## src/rtl/hex_display_ctrl.sv

```systemverilog
// Multi-digit seven-segment controller: one shared nibble decoder, shadow register, tear-free commit.
// Optional blinking is compiled in with `define HEX_BLINK_EN.
module hex_display_ctrl #(
   parameter int NUM_DIGITS = 6,
   parameter int BLINK_DIV  = 25000000
) (
   input  logic                    clk,
   input  logic                    reset,
   input  logic                    load_valid,
   output logic                    load_ready,
   input  logic [4*NUM_DIGITS-1:0] load_data,
   input  logic                    blank_lz,
   input  logic                    blink_en,
   output logic [7*NUM_DIGITS-1:0] seg
);

   localparam int DW    = 4 * NUM_DIGITS;
   localparam int SW    = 7 * NUM_DIGITS;
   localparam int IDX_W = (NUM_DIGITS > 1) ? $clog2(NUM_DIGITS) : 1;
   localparam logic [IDX_W-1:0] IDX_TOP = IDX_W'(NUM_DIGITS - 1);
   localparam logic [6:0] SEG_BLANK = 7'h7F;

   typedef enum logic [1:0] {
      IDLE,
      CONVERT,
      COMMIT
   } state_e;

   function automatic logic [6:0] seg_decode(input logic [3:0] nib);
      logic [6:0] s;
      case (nib)
         4'h0:    s = 7'h40;
         4'h1:    s = 7'h79;
         4'h2:    s = 7'h24;
         4'h3:    s = 7'h30;
         4'h4:    s = 7'h19;
         4'h5:    s = 7'h12;
         4'h6:    s = 7'h02;
         4'h7:    s = 7'h78;
         4'h8:    s = 7'h00;
         4'h9:    s = 7'h10;
         4'hA:    s = 7'h08;
         4'hB:    s = 7'h03;
         4'hC:    s = 7'h46;
         4'hD:    s = 7'h21;
         4'hE:    s = 7'h06;
         default: s = 7'h0E;
      endcase
      return s;
   endfunction

   state_e           state_q, state_d;
   logic [DW-1:0]    data_q, data_d;
   logic             lz_q, lz_d;
   logic             nz_seen_q, nz_seen_d;
   logic [IDX_W-1:0] idx_q, idx_d;
   logic [SW-1:0]    shadow_q, shadow_d;
   logic [SW-1:0]    disp_q, disp_d;

   logic [3:0]       cur_nib;
   logic [6:0]       cur_seg;

   assign load_ready = (state_q == IDLE) && !reset;

   // Digit mux driven by comparing against each constant index keeps the select width-safe.
   always_comb begin
      cur_nib = '0;
      for (int k = 0; k < NUM_DIGITS; k++) begin
         if (idx_q == IDX_W'(k)) cur_nib = data_q[4*k +: 4];
      end
   end

   // Digit 0 is never blanked so an all-zero value still shows a single "0".
   assign cur_seg = (lz_q && !nz_seen_q && (cur_nib == 4'h0) && (idx_q != '0))
                    ? SEG_BLANK : seg_decode(cur_nib);

   // NOTE: every _d gets its hold value first so no path through the case infers a latch.
   always_comb begin
      state_d   = state_q;
      data_d    = data_q;
      lz_d      = lz_q;
      nz_seen_d = nz_seen_q;
      idx_d     = idx_q;
      shadow_d  = shadow_q;
      disp_d    = disp_q;

      case (state_q)
         IDLE: begin
            if (load_valid && load_ready) begin
               data_d    = load_data;
               lz_d      = blank_lz;
               idx_d     = IDX_TOP;
               nz_seen_d = 1'b0;
               state_d   = CONVERT;
            end
         end
         CONVERT: begin
            for (int k = 0; k < NUM_DIGITS; k++) begin
               if (idx_q == IDX_W'(k)) shadow_d[7*k +: 7] = cur_seg;
            end
            nz_seen_d = nz_seen_q | (cur_nib != 4'h0);
            if (idx_q == '0) state_d = COMMIT;
            else             idx_d   = idx_q - IDX_W'(1);
         end
         COMMIT: begin
            disp_d  = shadow_q;
            state_d = IDLE;
         end
         default: state_d = IDLE;
      endcase
   end

   // NOTE: the shadow and display registers are reset too, so an aborted conversion can never leak stale digits.
   always_ff @(posedge clk) begin
      if (reset) begin
         state_q   <= IDLE;
         data_q    <= '0;
         lz_q      <= 1'b0;
         nz_seen_q <= 1'b0;
         idx_q     <= '0;
         shadow_q  <= '1;
         disp_q    <= '1;
      end else begin
         state_q   <= state_d;
         data_q    <= data_d;
         lz_q      <= lz_d;
         nz_seen_q <= nz_seen_d;
         idx_q     <= idx_d;
         shadow_q  <= shadow_d;
         disp_q    <= disp_d;
      end
   end

`ifdef HEX_BLINK_EN
   localparam int CNT_W = (BLINK_DIV > 1) ? $clog2(BLINK_DIV) : 1;

   logic [CNT_W-1:0] blink_cnt_q, blink_cnt_d;
   logic             phase_off_q, phase_off_d;

   always_comb begin
      blink_cnt_d = blink_cnt_q;
      phase_off_d = phase_off_q;
      if (!blink_en) begin
         blink_cnt_d = '0;
         phase_off_d = 1'b0;
      end else if (blink_cnt_q == CNT_W'(BLINK_DIV - 1)) begin
         blink_cnt_d = '0;
         phase_off_d = ~phase_off_q;
      end else begin
         blink_cnt_d = blink_cnt_q + CNT_W'(1);
      end
   end

   always_ff @(posedge clk) begin
      if (reset) begin
         blink_cnt_q <= '0;
         phase_off_q <= 1'b0;
      end else begin
         blink_cnt_q <= blink_cnt_d;
         phase_off_q <= phase_off_d;
      end
   end

   // Blink gating is output-only; conversion and handshake never see the phase.
   assign seg = phase_off_q ? '1 : disp_q;
`else
   localparam int unused_blink_div = BLINK_DIV;
   logic unused_blink_en;
   assign unused_blink_en = blink_en;
   assign seg = disp_q;
`endif

endmodule

```

## config.mk

```make
export PLATFORM = sky130hd
export DESIGN_NAME = hex_display_ctrl
export DESIGN_NICKNAME = d
export VERILOG_FILES = /design/src/rtl/hex_display_ctrl.sv
export SDC_FILE = /design/constraint.sdc
export NUM_CORES = 1
export LEC_CHECK = 0
export CAP_MARGIN = 30
export CORE_AREA = 2 2 132 83
export DETAILED_ROUTE_END_ITERATION = 10
export DIE_AREA = 0 0 134 85
export PLACE_DENSITY = 0.72
export SETUP_SLACK_MARGIN = 0.3
export SLEW_MARGIN = 40
export SYNTH_ARGS = -nofsm -noshare
export SYNTH_HDL_FRONTEND = slang
export SYNTH_SLANG_ARGS = --single-unit
```

## constraint.sdc

```tcl
create_clock -name clk -period 2.95 [get_ports clk]
set_input_delay 0.885 -clock clk [delete_from_list [all_inputs] [get_ports clk]]
set_output_delay 0.885 -clock clk [all_outputs]
set_load 0.02 [all_outputs]
```

; ---- Yosys cells after proc, flatten, opt, wreduce, memory -nomap -nowiden
; Memories as Yosys holds them, arrays and structs flattened.
; Index checks and enable logic that the tools add are counted.
[word_totals]
rom_bits = 112
out_inout_bits = 43
inputBits = 29
word_cells = 63
n_memories = 1
ff_bits = 115
[memory_table]
columns = memory, words, width, rd, rd_ports_with_merged_regs, write_ports, line
row1 = (no name shown), 16, 7, 1, 0, 0, 31  ; case (nib)
[op_classes]
muxes = 15
n_eq_ne = 10
add_sub_neg = 1
bitwise_logic = 1
n_reduce_logical = 23
[ops]
columns = op, n
row1 = 2-to-1 mux 4 bit, 6
row2 = AND reduction 2 bit, 9
row3 = 2-to-1 mux 7 bit, 1
row4 = "== test 3 x 2 -> 1 bit, second input constant", 2
row5 = "== test 3 bit, second input constant", 2
row6 = 2-to-1 mux 3 bit, 2
row7 = one-hot mux 3 bit (2 select lines), 1
row8 = logical AND 1 bit, 5
row9 = logical NOT 4 bit, 1
row10 = 2-to-1 mux 2 bit, 2
row11 = "!= test 2 bit, second input constant", 2
row12 = one-hot mux 2 bit (2 select lines), 1
row13 = nonzero test 4 bit, 1
row14 = "== test 3 x 1 -> 1 bit, second input constant", 1
row15 = logical NOT 3 bit, 1
row16 = AND reduction 3 bit, 1
row17 = nonzero test 3 bit, 1
row18 = "subtractor 3 x 1 -> 3 bit, second input constant", 1
row19 = "== test 2 x 1 -> 1 bit, second input constant", 1
row20 = "== test 2 bit, second input constant", 1
row21 = logical NOT 1 bit, 2
row22 = logical NOT 2 bit, 1
row23 = "!= test 2 x 1 -> 1 bit, second input constant", 1
row24 = one-hot mux 1 bit (2 select lines), 1
row25 = 3 further kinds, 3

; ---- Logic depth before layout (Yosys ltp)
[logic_depth]
ltp_word = 11
depth_mapped = 14
depth_no_buf = 12

; ---- Worst setup path before layout
; No wires, ideal clock.
[synth_timing]
path_type = reg2reg
start = register idx_q[1]
end = register shadow_q[0]
path_slack_ps = 178
n_path_buf = 2
setup_ps = 117
period_less_slack_ps = 2772
path_stages_with_launch = 15
arrival_ps = 2655
t_required_ps = 2833
cell_sequence = dfxtp_1 -> inv_1 -> ha_1 -> buf_6 -> buf_6 -> nand3b_1 -> a21boi_1 -> a21o_4 -> clkinv_2 -> ha_1 -> nor2b_1 -> and3_1 -> o211ai_1 -> nand4_2 -> o22a_1
[synth_between]
elab_chain_cells = 11
elab_cells_between_ends = 19
classes_between = 5 x eq/ne / 7 x mux / 6 x reduce/logical / 1 x memory
[synth_rtl]
columns = element, line
row1 = start: declaration, 56  ; logic [IDX_W-1:0] idx_q, idx_d;
row2 = start signal: assignment, 128  ; idx_q <= idx_d;
row3 = "parallel branches: the longest is 11 deep, another holds memory read (16 x 7 bit)", -
row4 = end signal: assignment, 129  ; shadow_q <= shadow_d;
row5 = end: declaration, 57  ; logic [SW-1:0] shadow_q, shadow_d;
; Several ways; the timed one is not identified.
; A chain may end at the register's enable or synchronous reset.

; ---- Final worst setup path
[layout_timing]
start = register idx_q[1]
end = register shadow_q[3]
; The elaborated chain is that of the path after synthesis.

==> impl_metrics.py <==
metrics = {
    "run_status": {
        "outcome": "complete, no violations",
    },
    "synth": {
        "yosysTopAreaCellShare_pct": 47.5,
        "async_flop_share_pct": 0,
        "yosysMostFrequentCell": "nand2_1",
        "syn_area_per_cell_sq_um": 8.74,
        "synth_cells": 555,
        "yosysSeqAreaShare_pct": 47.5,
        "syn_area_sq_um": 4850,
        "ys_top_cells_by_area": "dfxtp_1 (47%), nand2_1 (11%), nand3b_1 (6.8%)",
        "ys_types": 59,
        "synth_area_leader_cell": "dfxtp_1",
        "ys_top_cells_by_count": "nand2_1 (145), dfxtp_1 (115), a21oi_1 (44), nand3b_1 (44), nor2_1 (33)",
        "synth_warnings": 0,
        "synth-main-ff-cell": "dfxtp_1",
        "synth_enable_flop_cells": 0,
        "ys_seq_elements": 115,
        "synth_fp_nets": 593,
    },
    "sta": {
        "setup_tns_ns": 0,
        "clock_skew_ns": 0.00924,
        "setup_viol": 0,
        "finalHoldViolCount": 0,
        "fmax_mhz": 378,
        "period_needed_ns": 2.65,
        "tightest_slew_ns": 0.699,
        "drv_slew": 0,
        "grt_setup_unrepaired": "yes",
        "relSlewSlack_pct": 53.4,
        "whs_ns": 0.452,
        "final.period_utilization_pct": 89.8,
    },
    "critical_path": {
        "max_stage_delay_ns": 0.36,
        "path_cells": "buf_12 -> ha_4 -> nor3b_1 -> nor3_2 -> a21o_4 -> clkinv_4 -> ha_4 -> nor2b_4 -> and3_4 -> o211ai_1 -> nand4_2 -> buf_6 -> o22a_1",
        "cp-end-kind": "register",
        "critPathArrivalTime_ns": 2.94,
        "critical_path_class": "register to register",
        "crit_fanout": 6,
        "critPathSlowestCell": "dfxtp_4",
        "cp-start-kind": "register",
        "cp_data_required_time_ns": 3.24,
        "cp_common_cell": "ha_4",
    },
    "clock_tree": {
        "clkSinkCount": 115,
        "tritoncts": "yes",
        "clock_path_buffers": 2,
        "htree_levels": 4,
        "cts_root_buf": "clkbuf_16",
        "clk_pin_slew_ns": 0.05,
        "clk_latency_ns": 0.41,
        "cts_buffers": 17,
    },
    "power": {
        "power_leakage_nw": 2.67,
        "powerDensity_nw_per_um2": 629,
        "peakVddDrop_mv": 0.500,
    },
    "floorplan": {
        "fp-row-count": 29,
        "die-area_sq_um": 11400,
        "core_sq_um": 10200,
        "fp.dieW_um": 134,
        "start_util_pct": 47.6,
        "die_h_um": 85,
        "io_pins": 72,
    },
    "global_routing": {
        "gr-usage-all-layers_pct": 23.2,
        "grt_max_degree": 83,
        "antenna_found_initial": 0,
        "grt_overflow_total": 0,
        "grt_pass1_vias": 4202,
        "grt_pass1_wl_mm": 20.8,
    },
    "cells_and_area": {
        "fin_cells": 798,
        "diodes": 0,
        "nNetsFinal": 687,
        "drive_above_1_share_pct": 19.9,
        "layout-area-overhead-vs-synth_pct": 37.1,
    },
    "drt": {
        "ant_nets": 0,
        "viasPerCell": 5.48,
        "firstDrtPassIters": 5,
        "drt_iter0_markers": 397,
        "vias": 4372,
        "wirelength_mm": 12.9,
        "remaining_drc_errors": 0,
        "routedWlPerCell_um": 16.2,
    },
    "placement": {
        "gp_congestion": 0.921,
        "io_buffers": 70,
        "dp.cells": 755,
        "hpwl_mm": 8.47,
    },
    "hold_path": {
        "min_path_type": "register to register",
    },
    "flow_run": {
        "maxCapViolations": 0,
    },
}
cell type report:
cell class | instances | area (sq um)
Fill cell | 806 | 3550
Multi-Input combinational cell | 395 | 2530
Sequential cell | 115 | 2310
Timing Repair Buffer | 112 | 1070
Clock buffer | 24 | 502
Tap cell | 139 | 174
Inverter | 8 | 40.0
Clock inverter | 5 | 27.5
routing by layer:
layer  vias up  part of all wire, %  GRT usage (%)
li1       2107                    -              -
met1      2105                   48           32.1
met2       145                   44           35.4
met3        15                  6.3           6.21
met4         0                  1.3           8.03
met5         -                    0              0
timing repair:
action	in CTS	in global routing
setup buffers	3	11
gates resized for setup	24	27
endpoints found under the setup margin	43	42
pin swaps	10	21
hold buffers	0	0
endpoints found under the hold margin	0	0
worst max-delay path: cells and delay by family (launching register included):
kind / cells / cell delay (ns)
AOI/OAI and AO/OA: 3 / 0.67
DFF: 1 / 0.36
buffers and inverters: 3 / 0.35
adders and majority gates: 2 / 0.31
and+or+nand+nor: 5 / 0.84
cells by family after synthesis:
group           synth area share, %
simple gates                   28.6
flops                          47.5
compound gates                 16.9
buf+inv                        4.54
fa+ha+maj                      2.32
xor+xnor                      0.181
path summary, 6_finish.rpt:
| kind | endpoint | cells past startpoint | startpoint | slack (ns) |
|---|---|---|---|---|
| max | shadow_q[3] | 13 | idx_q[1] | 0.30 |
| min | data_q[14] | 2 | data_q[14] | 0.45 |
| max reg2reg | shadow_q[3] | 13 | idx_q[1] | 0.30 |
| min reg2reg | data_q[14] | 2 | data_q[14] | 0.45 |
layout by cell type (no fill, tap or decap), drive strengths merged, types with 4 or more instances in the layout:
master / count
a21oi: 45
nand2b: 4
nor2b: 5
o32a: 5
o22a: 12
nand2: 145
nor3: 8
clkdlybuf4s50: 68
a31o: 5
and3: 7
inv: 7
ha: 9
a211oi: 4
nand3b: 44
buf: 43
a31oi: 16
o21ai: 4
clkbuf: 24
nand3: 14
nor2: 34
clkinv: 5
dfxtp: 115
flip-flops by register name, summed over array words and instances (netlist names):
signal / count
seg: 42
shadow_q: 42
data_q: 24
idx_q: 3
state_q: 2
lz_q: 1
nz_seen_q: 1
where the power goes:
| group | leakage (nW) | internal (mW) | switching [mW] |
|---|---|---|---|
| combinational | 1.47 | 0.324 | 0.381 |
| sequential | 0.937 | 1.61 | 0.0443 |
| clock | 0.264 | 1.16 | 0.661 |
| total | 2.67 | 3.10 | 1.09 |
through the flow:
| step | instance area [sq um] | power (mW) | util [%] | setup slack [ns] |
|---|---|---|---|---|
| floorplan | 4860 | 2.04 | - | 0.312 |
| global placement | 5770 | 2.25 | 56.6 | 0.118 |
| detailed placement | 5770 | 2.27 | 56.6 | 0.0472 |
| CTS | 6400 | 4.13 | 62.8 | 0.299 |
| global route | 6650 | 4.33 | 65.2 | 0.232 |
| finish | 6650 | 4.18 | 65.2 | 0.302 |
Note: power is estimated with default switching activity, not from simulation.
